## config.mk

```make
export PLATFORM = sky130hd
export DESIGN_NAME = signed_mac_acc
export DESIGN_NICKNAME = d
export VERILOG_FILES = /design/src/rtl/mul_pkg.sv /design/src/rtl/signed_mac_acc_sat_add.sv /design/src/rtl/signed_mac_acc.sv
export SDC_FILE = /design/constraint.sdc
export NUM_CORES = 1
export LEC_CHECK = 0
export CAP_MARGIN = 0
export CORE_MARGIN = 2
export CORE_UTILIZATION = 50
export DETAILED_ROUTE_END_ITERATION = 10
export PLACE_DENSITY = 0.73
export SLEW_MARGIN = 20
export SYNTH_ARGS = -nofsm -noshare
export SYNTH_HDL_FRONTEND = slang
export SYNTH_HIERARCHICAL = 1
export SYNTH_SLANG_ARGS = --single-unit
```

## constraint.sdc

```tcl
create_clock -name clk -period 2.4 [get_ports clk]
set_clock_uncertainty 0.1 [all_clocks]
set_input_delay 0.36 -clock clk [delete_from_list [all_inputs] [get_ports clk]]
set_output_delay 0.36 -clock clk [all_outputs]
set_load 0.02 [all_outputs]
```

## src/rtl/mul_pkg.sv

```systemverilog
// Shared types and widths for the signed multiply-accumulate datapath.
package mul_pkg;

    localparam int unsigned PROD_W = 16;
    localparam int unsigned CNT_W  = 8;

    typedef enum logic {
        ACC = 1'b0,
        OUT = 1'b1
    } mac_state_t;

endpackage

```

## src/rtl/signed_mac_acc_sat_add.sv

```systemverilog
// Combinational signed adder with overflow flag.
// SIGNED_MAC_ACC_SAT_EN: clamp to the signed range on overflow instead of wrapping.
module sat_add #(
    parameter int unsigned W = 24
) (
    input  logic [W-1:0] a,
    input  logic [W-1:0] b,
    output logic [W-1:0] sum,
    output logic         ovf
);

    logic [W-1:0] raw;

    always_comb begin
        raw = a + b;
        // Same-sign operands whose result flips sign have left the signed range.
        ovf = (a[W-1] == b[W-1]) && (raw[W-1] != a[W-1]);
`ifdef SIGNED_MAC_ACC_SAT_EN
        if (ovf) begin
            sum = a[W-1] ? {1'b1, {(W-1){1'b0}}} : {1'b0, {(W-1){1'b1}}};
        end else begin
            sum = raw;
        end
`else
        sum = raw;
`endif
    end

endmodule

```

## src/rtl/signed_mac_acc.sv

```systemverilog
// Frames a stream of signed 16-bit products into a signed sum, beat count and overflow flag.
// SIGNED_MAC_ACC_SAT_EN selects saturating accumulation (default: wrap).
module signed_mac_acc
    import mul_pkg::*;
#(
    parameter int unsigned ACC_W     = 24,
    parameter int unsigned MAX_BEATS = 255
) (
    input  logic              clk,
    input  logic              rst,
    input  logic              in_valid,
    output logic              in_ready,
    input  logic [PROD_W-1:0] in_data,
    input  logic              in_last,
    output logic              out_valid,
    input  logic              out_ready,
    output logic [ACC_W-1:0]  out_sum,
    output logic [CNT_W-1:0]  out_count,
    output logic              out_ovf
);

    mac_state_t       state;
    logic [ACC_W-1:0] acc;
    logic [CNT_W-1:0] cnt;
    logic             ovf;

    logic [ACC_W-1:0] beat_ext;
    logic [ACC_W-1:0] add_sum;
    logic             add_ovf;
    logic [CNT_W-1:0] cnt_nxt;
    logic             accept;
    logic             close;

    assign beat_ext = ACC_W'($signed(in_data));
    assign cnt_nxt  = cnt + CNT_W'(1);
    assign accept   = in_valid && in_ready;
    assign close    = in_last || (cnt_nxt == CNT_W'(MAX_BEATS));

    sat_add #(
        .W (ACC_W)
    ) u_add (
        .a   (acc),
        .b   (beat_ext),
        .sum (add_sum),
        .ovf (add_ovf)
    );

    // Frame FSM: accumulate in ACC, present a held result in OUT.
    always_ff @(posedge clk) begin
        if (rst) begin
            state     <= ACC;
            acc       <= '0;
            cnt       <= '0;
            ovf       <= 1'b0;
            in_ready  <= 1'b1;
            out_valid <= 1'b0;
            out_sum   <= '0;
            out_count <= '0;
            out_ovf   <= 1'b0;
        end else begin
            case (state)
                ACC: begin
                    if (accept) begin
                        acc <= add_sum;
                        cnt <= cnt_nxt;
                        ovf <= ovf | add_ovf;
                        if (close) begin
                            state     <= OUT;
                            in_ready  <= 1'b0;
                            out_valid <= 1'b1;
                            out_sum   <= add_sum;
                            out_count <= cnt_nxt;
                            out_ovf   <= ovf | add_ovf;
                        end
                    end
                end
                OUT: begin
                    // Result fields stay frozen until the consumer takes them.
                    if (out_ready) begin
                        state     <= ACC;
                        acc       <= '0;
                        cnt       <= '0;
                        ovf       <= 1'b0;
                        in_ready  <= 1'b1;
                        out_valid <= 1'b0;
                    end
                end
                default: begin
                    state     <= ACC;
                    in_ready  <= 1'b1;
                    out_valid <= 1'b0;
                end
            endcase
        end
    end

endmodule

```

---- Yosys cells after proc, flatten, opt, wreduce, memory -nomap -nowiden ----
Cells that the tools add are included.
cells by class
  add/subtract/negate cells ............... 2
  equality and inequality tests ........... 6
  mux-type cells .......................... 20
  bitwise operators ....................... 2
  reduce and logical (&&, ||, !) cells .... 6
operator list
  operator                                     count
  2-to-1 mux 24 bit                            2
  case mux 24 bit (2 select lines)             1
  adder 24 bit                                 1
  2-to-1 mux 8 bit                             2
  case mux 8 bit (2 select lines)              1
  2-to-1 mux 1 bit                             10
  adder 8 x 1 -> 8 bit, second input constant  1
  == test 8 bit, second input constant         1
  case mux 1 bit (2 select lines)              4
  != test 2 bit, second input constant         3
  AND reduction 3 bit                          2
  logical AND 1 bit                            2
  AND reduction 2 bit                          1
  == test 1 bit                                1
  logical OR 1 bit                             1
  != test 1 bit                                1
  inverter 1 bit                               1
  OR 1 bit                                     1
word-level totals
  register bits after elaboration ......... 69
  input bits .............................. 21
  output and inout port bits .............. 35
  logic and storage cells ................. 45

---- Logic depth before layout (Yosys ltp) ----
Gate-level depths: netlist (run 1).
  word-level depth ........................ 6
  gate-level depth with buffers ........... 10
  gate-level depth less buffers ........... 10

---- Hierarchy ----
The synthesis (run 1) kept the hierarchy.
by module, submodules not included
  module          times used  cells each  area each (sq um)  seq. area each (sq um)
  signed_mac_acc  1           336         3,001.6            1,381.3
  sat_add         1           170         1,253.7            0.0

---- Worst setup path after synthesis (run 1) ----
No wires, ideal clock.
  kind .................................... input to register
  start ................................... input port in_data[0]
  end ..................................... register out_sum[16]
  setup time .............................. 0.072 ns
  data arrival time ....................... 2.213 ns
  data required time ...................... 2.228 ns
  setup slack ............................. 0.016 ns
  cell stages on the path ................. 10
  buffers on the path ..................... 0
  cell sequence ........................... ha_1 fa_1 a211oi_1 o21bai_1 a31o_2 o2bb2ai_1 a31oi_1 xnor2_1 nand2b_1 mux2i_1
between the ends
  cells in the longest elaborated chain, start to end .. 1
ends and longest elaborated chain
  what                   RTL line                      source
  from (decl)            signed_mac_acc.sv:13          input logic [PROD_W-1:0] in_data,
  adder 24 bit           signed_mac_acc_sat_add.sv:15  raw = a + b;
  named net add_sum[16]  signed_mac_acc.sv:28          logic [ACC_W-1:0] add_sum;
  to (signal assigned)   signed_mac_acc.sv:71          out_sum <= add_sum;
  to (decl)              signed_mac_acc.sv:17          output logic [ACC_W-1:0] out_sum,
The timed path passes the listed nets, and every way through them passes these cells.
A chain may end at the register's enable or synchronous reset.

---- Final worst setup path (run 1) ----
  start ................................... input port in_data[8]
  end ..................................... register acc[21]
between the ends
  cells in the longest elaborated chain, start to end .. 3
ends and longest elaborated chain
  what                              RTL line                      source
  adder 24 bit                      signed_mac_acc_sat_add.sv:15
  named net add_sum[21]             signed_mac_acc.sv:28
  2-to-1 mux 24 bit                 signed_mac_acc.sv:63          if (accept) begin
  case mux 24 bit (2 select lines)  signed_mac_acc.sv:61          case (state)
  to (signal assigned)              signed_mac_acc.sv:64          acc <= add_sum;
  to (decl)                         signed_mac_acc.sv:23          logic [ACC_W-1:0] acc;
The timed path passes the listed nets, and every way through them passes these cells. The select of a mux whose other input is x is not followed.

==> summary.txt, run 1 <==
Finish
  – Share of cells above drive strength 1: 28.4%
  – Area delta synth->final: 44.1%
  – Most frequent cells in the layout: 80 x buf_4, 66 x dfxtp_1, 54 x nand2b_1, 49 x nand2_1
  – Final cell count without fillers: 736
  – Most common cell after layout, fill and taps aside: buf_4
  – Fillers: 593
  – Diodes inserted: 0
  – Utilization after layout: 74.6%
  – Layout Nets: 674

GRT
  – Largest net degree at the start of global routing: 45
  – GR Overflow Total: 0
  – Initial antenna violation count: 0
  – Vias in the first global route: 4,078
  – Total track usage: 26.0%
  – First-pass GRT wire length: 19.0 mm

Die
  – DIE WIDTH: 96.3 um
  – Initial core utilization: 51.8%
  – Core Region: 8220 um^2
  – Die area: 9270 um^2
  – Rows: 33
  – IO Pins: 56
  – Die height: 96.3 um

Route
  – DRC errors left: 0
  – DRT Pass-1 Iters: 5
  – Routed vias/inst: 5.59
  – Wire per inst: 16.5 um
  – Antenna-violating nets left: 0
  – Final wirelength: 12.2 mm
  – Iter 0 DRT Violations: 208
  – Routed via count: 4,114

Yosys
  – Post-synth EDFFs: 0
  – Post-Syn Instances: 506
  – Cell area after synthesis: 4260 um^2
  – Syn_nets: 553
  – Netlist cell types: 57
  – Post-synth ARST share: 0%
  – Yosys Warn Count: 6
  – Synth Area per Inst: 8.41 um^2
  – Sequential-to-total area share from yosys stat: 32.5%
  – Register bit count reported by yosys: 69
  – Synth Flop Type: dfxtp_1

Timing
  – RSZ-0062 raised after global routing: yes
  – # setup viols final: 8
  – Tmin final: 2.53 ns
  – Measured slew at the worst slew-check pin: 0.496 ns
  – Fin Hold WS: 0.266 ns
  – Slew Viols, Final: 0
  – Slew headroom: 66.9%
  – Final Hold Viols: 0
  – Fin worst setup slack: -0.130 ns
  – Crit share post-route: 105%
  – Fmax: 395 MHz
  – Setup TNS: -0.407 ns

Clocking
  – Num CTS Buffers: 9
  – Root Buffer: clkbuf_8
  – Clk buf depth: 2
  – Clock Pin Slew Worst Setup and Hold Paths: 0.08 ns
  – CTS tree: yes
  – # H-tree levels: 3
  – Worst-skew pair later-pin latency: 0.35 ns
  – # clock sinks: 69

Run status
  – Failing checks: setup timing
  – Outcome: finished, violations left

Worst setup path
  – FF-to-FF Start: acc[1]
  – Worst Setup End Kind: flip-flop
  – Crit path kind: input pin to flip-flop
  – R2R Setup Slk: -0.05 ns
  – Worst Path Required: 2.58 ns
  – Worst r2r dst: acc[21]
  – Crit path DAT: 2.71 ns
  – Reg2Reg Depth: 9
  – CP Capture Point: acc[21]
  – Crit path from: in_data[8]
  – Crit Path Max Fanout: 4
  – Worst setup SP type: input pin

Placement
  – Routability Congestion: 0.880
  – Dpl ws: -0.633 ns
  – Number of buffers added on ports: 55
  – Placed Cells: 707
  – Dpl hpwl: 7.52 mm

Job
  – Max-cap violation count: 0

Power
  – Pwr/cell area: 658 nW/um^2
  – LEAKAGE: 0.00240 uW
  – Maximum VDD drop: 361 uV

Hold path
  – HP Class: input pin to flip-flop
[state kept, by name, indices dropped and copies added, names as in the netlist]
register,flops
out_sum,24
out_count,8
ovf,1
in_ready,1
out_ovf,1
cnt,8
state,1
acc,24
out_valid,1
[synthesized netlist by cell type, types with 12 or more instances]
| library cell | instances | area (um^2) |
|---|---|---|
| nand2b_1 | 54 | 338 |
| dfxtp_1 | 69 | 1380 |
| clkbuf_1 | 19 | 71.3 |
| nor2_1 | 22 | 82.6 |
| xor2_1 | 12 | 105 |
| ha_1 | 25 | 313 |
| mux2i_1 | 27 | 270 |
| a21oi_1 | 55 | 275 |
| o21ai_0 | 13 | 65.1 |
| xnor2_1 | 16 | 140 |
| nand2_1 | 50 | 188 |
| nand3_1 | 37 | 185 |
[routing by layer]
metal | GRT usage [%] | wire, um | share of wire [%] | vias up
li1 | - | - | - | 2013
met1 | 33.0 | 5490 | 45 | 1967
met2 | 45.0 | 5990 | 49 | 115
met3 | 4.07 | 495 | 4.1 | 19
met4 | 7.74 | 197 | 1.6 | 0
met5 | 0 | 0 | 0 | -
[kinds of logic (layout without fill, tap and decap cells)]
family / after synthesis / after routing / synth area share (%)
compound gates: 114 / 114 / 17.1
xor+xnor: 28 / 28 / 5.76
fa+ha+maj: 26 / 26 / 7.82
buf+inv: 39 / 164 / 4.82
flops: 69 / 69 / 32.5
mux: 31 / 31 / 7.67
simple gates: 199 / 199 / 24.3
[critical path: stages]
cell	delay (ns)
clkdlybuf4s50_1	0.46
ha_4	0.32
nand2_1	0.12
nor2_2	0.21
a21oi_2	0.09
o31a_1	0.42
o21ba_4	0.27
a221oi_4	0.22
nand2_1	0.10
a21oi_2	0.12
[worst min-delay path by stage]
stage	startpoint	end	slack, ns	cells after the start
2_1_floorplan	acc[0]	acc[0]	0.35	2
3_3_place_gp	out_valid	out_valid	0.35	2
3_5_place_dp	out_valid	out_valid	0.36	2
4_1_cts	rst	cnt[0]	0.26	2
5_1_grt	rst	cnt[0]	0.27	2
6_report	rst	cnt[0]	0.27	2
[metrics by stage]
| stage | total power, uW | area, um^2 |
|---|---|---|
| 2_1_floorplan | 2120 | 4260 |
| 3_3_place_gp | 2570 | 5320 |
| 3_5_place_dp | 2600 | 5320 |
| 4_1_cts | 3860 | 5840 |
| 5_1_grt | 4230 | 6130 |
| 6_report | 4040 | 6130 |
[final cells by class]
type | count | area [um^2] | share of cell area [%]
Tap cell | 105 | 131 | 2.14
Clock buffer | 9 | 124 | 2.02
Multi-Input combinational cell | 398 | 3100 | 50.6
Timing Repair Buffer | 141 | 1250 | 20.3
Inverter | 8 | 30.0 | 0.490
Clock inverter | 6 | 113 | 1.84
Sequential cell | 69 | 1390 | 22.6
[power breakdown]
part | internal, uW | switching [uW] | total [uW]
sequential | 1250 | 84.7 | 1340
clock | 687 | 476 | 1160
combinational | 762 | 776 | 1540
total | 2700 | 1340 | 4040
[what timing repair did]
action | 4_1_cts | 5_1_grt
hold endpoints to repair | 0 | 0
buffers inserted | 10 | 4
setup endpoints to repair | 24 | 47
pin swaps | 19 | 16
resized for setup | 38 | 41
hold buffers | 0 | 0
No activity file was read; power rests on OpenSTA's default activity.
==> run 2: changes to the inputs <==
--- a/config.mk
+++ b/config.mk
@@ -9,7 +9,7 @@
 export CORE_MARGIN = 2
 export CORE_UTILIZATION = 50
 export DETAILED_ROUTE_END_ITERATION = 10
-export PLACE_DENSITY = 0.73
+export PLACE_DENSITY = 0.76
 export SLEW_MARGIN = 20
 export SYNTH_ARGS = -nofsm -noshare
 export SYNTH_HDL_FRONTEND = slang
==> run 2 against run 1 <==
  * The run still ends with setup timing left
  * Global-route usage fell by 2.4 points
  * Sequential power hardly changed
  * Sequential share of layout area up 0.85 points
  * First-iteration DRC count fell by 45%
  * Final area is 3.8% lower
  * Combinational power decreased by 4%
  * Highest routed layer unchanged
  * Setup slack better by 0.088 ns
  * Flip-flop and latch count unchanged
  * Critical endpoint is now ovf
==> summary.txt, run 2 (synthesis gave the netlist of run 1 again) <==
GRT
  – Largest net degree at the start of global routing: 42 (was 45)
  – Vias in the first global route: 3,818 (was 4,078)
  – First-pass GRT wire length: 17.3 mm (was 19.0 mm)
  – GR Overflow Total: 0 (unchanged)
  – Total track usage: 23.6% (was 26.0%)
  – Initial antenna violation count: 0 (unchanged)

Timing
  – Measured slew at the worst slew-check pin: 0.476 ns (was 0.496 ns)
  – Slew Viols, Final: 0 (unchanged)
  – # setup viols final: 7 (was 8)
  – Tmin final: 2.44 ns (was 2.53 ns)
  – Fin worst setup slack: -0.0423 ns (was -0.130 ns)
  – Slew headroom: 68.3% (was 66.9%)
  – Crit share post-route: 102% (was 105%)
  – RSZ-0062 raised after global routing: yes (unchanged)
  – Setup TNS: -0.189 ns (was -0.407 ns)
  – Fmax: 409 MHz (was 395 MHz)
  – Fin Hold WS: 0.323 ns (was 0.266 ns)
  – Final Hold Viols: 0 (unchanged)

Clocking
  – Worst-skew pair later-pin latency: 0.35 ns (about the same)
  – Clock Pin Slew Worst Setup and Hold Paths: 0.08 ns (about the same)
  – Cts hold-fix bufs: 0 (unchanged)
  – # H-tree levels: 3 (unchanged)
  – CTS tree: yes (unchanged)
  – Root Buffer: clkbuf_8 (unchanged)
  – Num CTS Buffers: 9 (unchanged)
  – # clock sinks: 69 (unchanged)
  – Clk buf depth: 2 (unchanged)

Placement
  – Number of buffers added on ports: 55 (unchanged)
  – Routability Congestion: 0.943 (was 0.880)
  – Dpl hpwl: 7.31 mm (was 7.52 mm)

Route
  – Antenna-violating nets left: 0 (unchanged)
  – Routed via count: 4,058 (was 4,114)
  – DRT Pass-1 Iters: 4 (was 5)
  – Final wirelength: 11.3 mm (was 12.2 mm)
  – DRC errors left: 0 (unchanged)
  – Iter 0 DRT Violations: 115 (was 208)
  – Routed vias/inst: 5.60 (was 5.59)
  – Wire per inst: 15.6 um (was 16.5 um)

Hold path
  – HP Class: input pin to flip-flop (unchanged)

Worst setup path
  – Worst setup SP type: input pin (unchanged)
  – Crit Path Max Fanout: 4 (unchanged)
  – Crit path DAT: 2.56 ns (was 2.71 ns)
  – Worst Setup End Kind: flip-flop (unchanged)
  – Worst Path Required: 2.52 ns (was 2.58 ns)
  – Crit path kind: input pin to flip-flop (unchanged)

Die
  – IO Pins: 56 (unchanged)
  – DIE WIDTH: 96.3 um (unchanged)
  – Rows: 33 (unchanged)
  – Initial core utilization: 51.8% (unchanged)
  – Core Region: 8220 um^2 (unchanged)
  – Die height: 96.3 um (unchanged)
  – Die area: 9270 um^2 (unchanged)

Power
  – Pwr/cell area: 619 nW/um^2 (was 658 nW/um^2)
  – Net load switching power: 1280 uW (was 1340 uW)
  – LEAKAGE: 0.00234 uW (was 0.00240 uW)
  – Maximum VDD drop: 334 uV (was 361 uV)
  – Internal power: 2370 uW (was 2700 uW)
  – Comb pwr share: 40.5% (was 38.1%)
  – Sw Ratio: 35.0% (was 33.1%)
  – Clock Power Share: 23.0% (was 28.8%)
  – Sequential share of power: 36.5% (was 33.1%)

Job
  – Max-cap violation count: 0 (unchanged)

Finish
  – Fillers: 604 (was 593)
  – Most frequent cells in the layout: 71 x buf_4, 66 x dfxtp_1, 54 x nand2b_1, 49 x a21oi_1, 48 x nand2_1 (was 80 x buf_4, 66 x dfxtp_1, 54 x nand2b_1, 49 x nand2_1)
  – Share of cells above drive strength 1: 25.6% (was 28.4%)
  – Layout Nets: 663 (was 674)
  – Most common cell after layout, fill and taps aside: buf_4 (unchanged)
  – Diodes inserted: 0 (unchanged)
  – Largest registers: acc: 24 flops, out_sum: 24 flops (unchanged)
  – Area delta synth->final: 38.7% (was 44.1%)

Run status
  – Outcome: finished, violations left (unchanged)
  – Failing checks: setup timing (unchanged)
-- run 2: power groups by stage --
| stage | combinational, uW | sequential, uW | clock, uW |
|---|---|---|---|
| finish | 1480 | 1330 | 841 |
| global route | 1590 | 1340 | 911 |
| CTS | 1320 | 1320 | 850 |
| detailed placement | 1260 | 1340 | 0 |
| global placement | 1230 | 1340 | 0 |
| floorplan | 731 | 1390 | 0 |
-- run 2: metal layers --
layer  wire [um]  global-route usage [%]
met1        5230                    30.9
met2        5370                    38.5
met3         513                    4.15
met4         176                    9.05
met5           0                       0
-- run 2: final timing paths --
path / end / slack, ns / cells past startpoint / startpoint
setup / recovery: ovf / -0.04 / 10 / in_data[5]
hold / removal: cnt[6] / 0.32 / 2 / rst
setup reg to reg: out_sum[18] / -0.04 / 10 / acc[0]
hold reg to reg: out_valid / 0.37 / 2 / out_valid
-- run 2: worst max-delay path: stages --
cell	delay, ns
clkdlybuf4s50_1	0.53
ha_4	0.24
o21ai_1	0.20
nand2b_1	0.14
nand3_2	0.10
nor3_1	0.05
or4_4	0.55
mux2i_2	0.18
a22oi_1	0.17
nor2_1	0.06
-- run 2: what timing repair did --
action | 4_1_cts | 5_1_grt
endpoints found under the hold margin | 0 | 0
pin swaps | 13 | 20
endpoints found under the setup margin | 26 | 41
buffers inserted | 1 | 3
resized for setup | 24 | 47
-- run 2: layout make-up --
class                      count  area (um^2)  share of cell area [%]
clock buffer                  11          141                    2.40
timing repair buffer         130         1150                    19.6
multi-input combinational    398         3030                    51.4
inverter                       8         30.0                   0.509
tap                          105          131                    2.23
clock inverter                 4         25.0                   0.424
sequential                    69         1390                    23.5
-- run 2: metrics by stage --
stage          utilization (%)  cell area [um^2]  setup slack, ns  power [uW]  cells
5_1_grt                   71.8              5900           -0.141        3850    725
4_1_cts                   68.1              5600          -0.0264        3490    722
6_report                  71.8              5900          -0.0423        3650    725
3_3_place_gp              64.7              5320           -0.519        2570    706
2_1_floorplan                -              4260           0.0157        2120    506
3_5_place_dp              64.7              5320           -0.610        2600    706
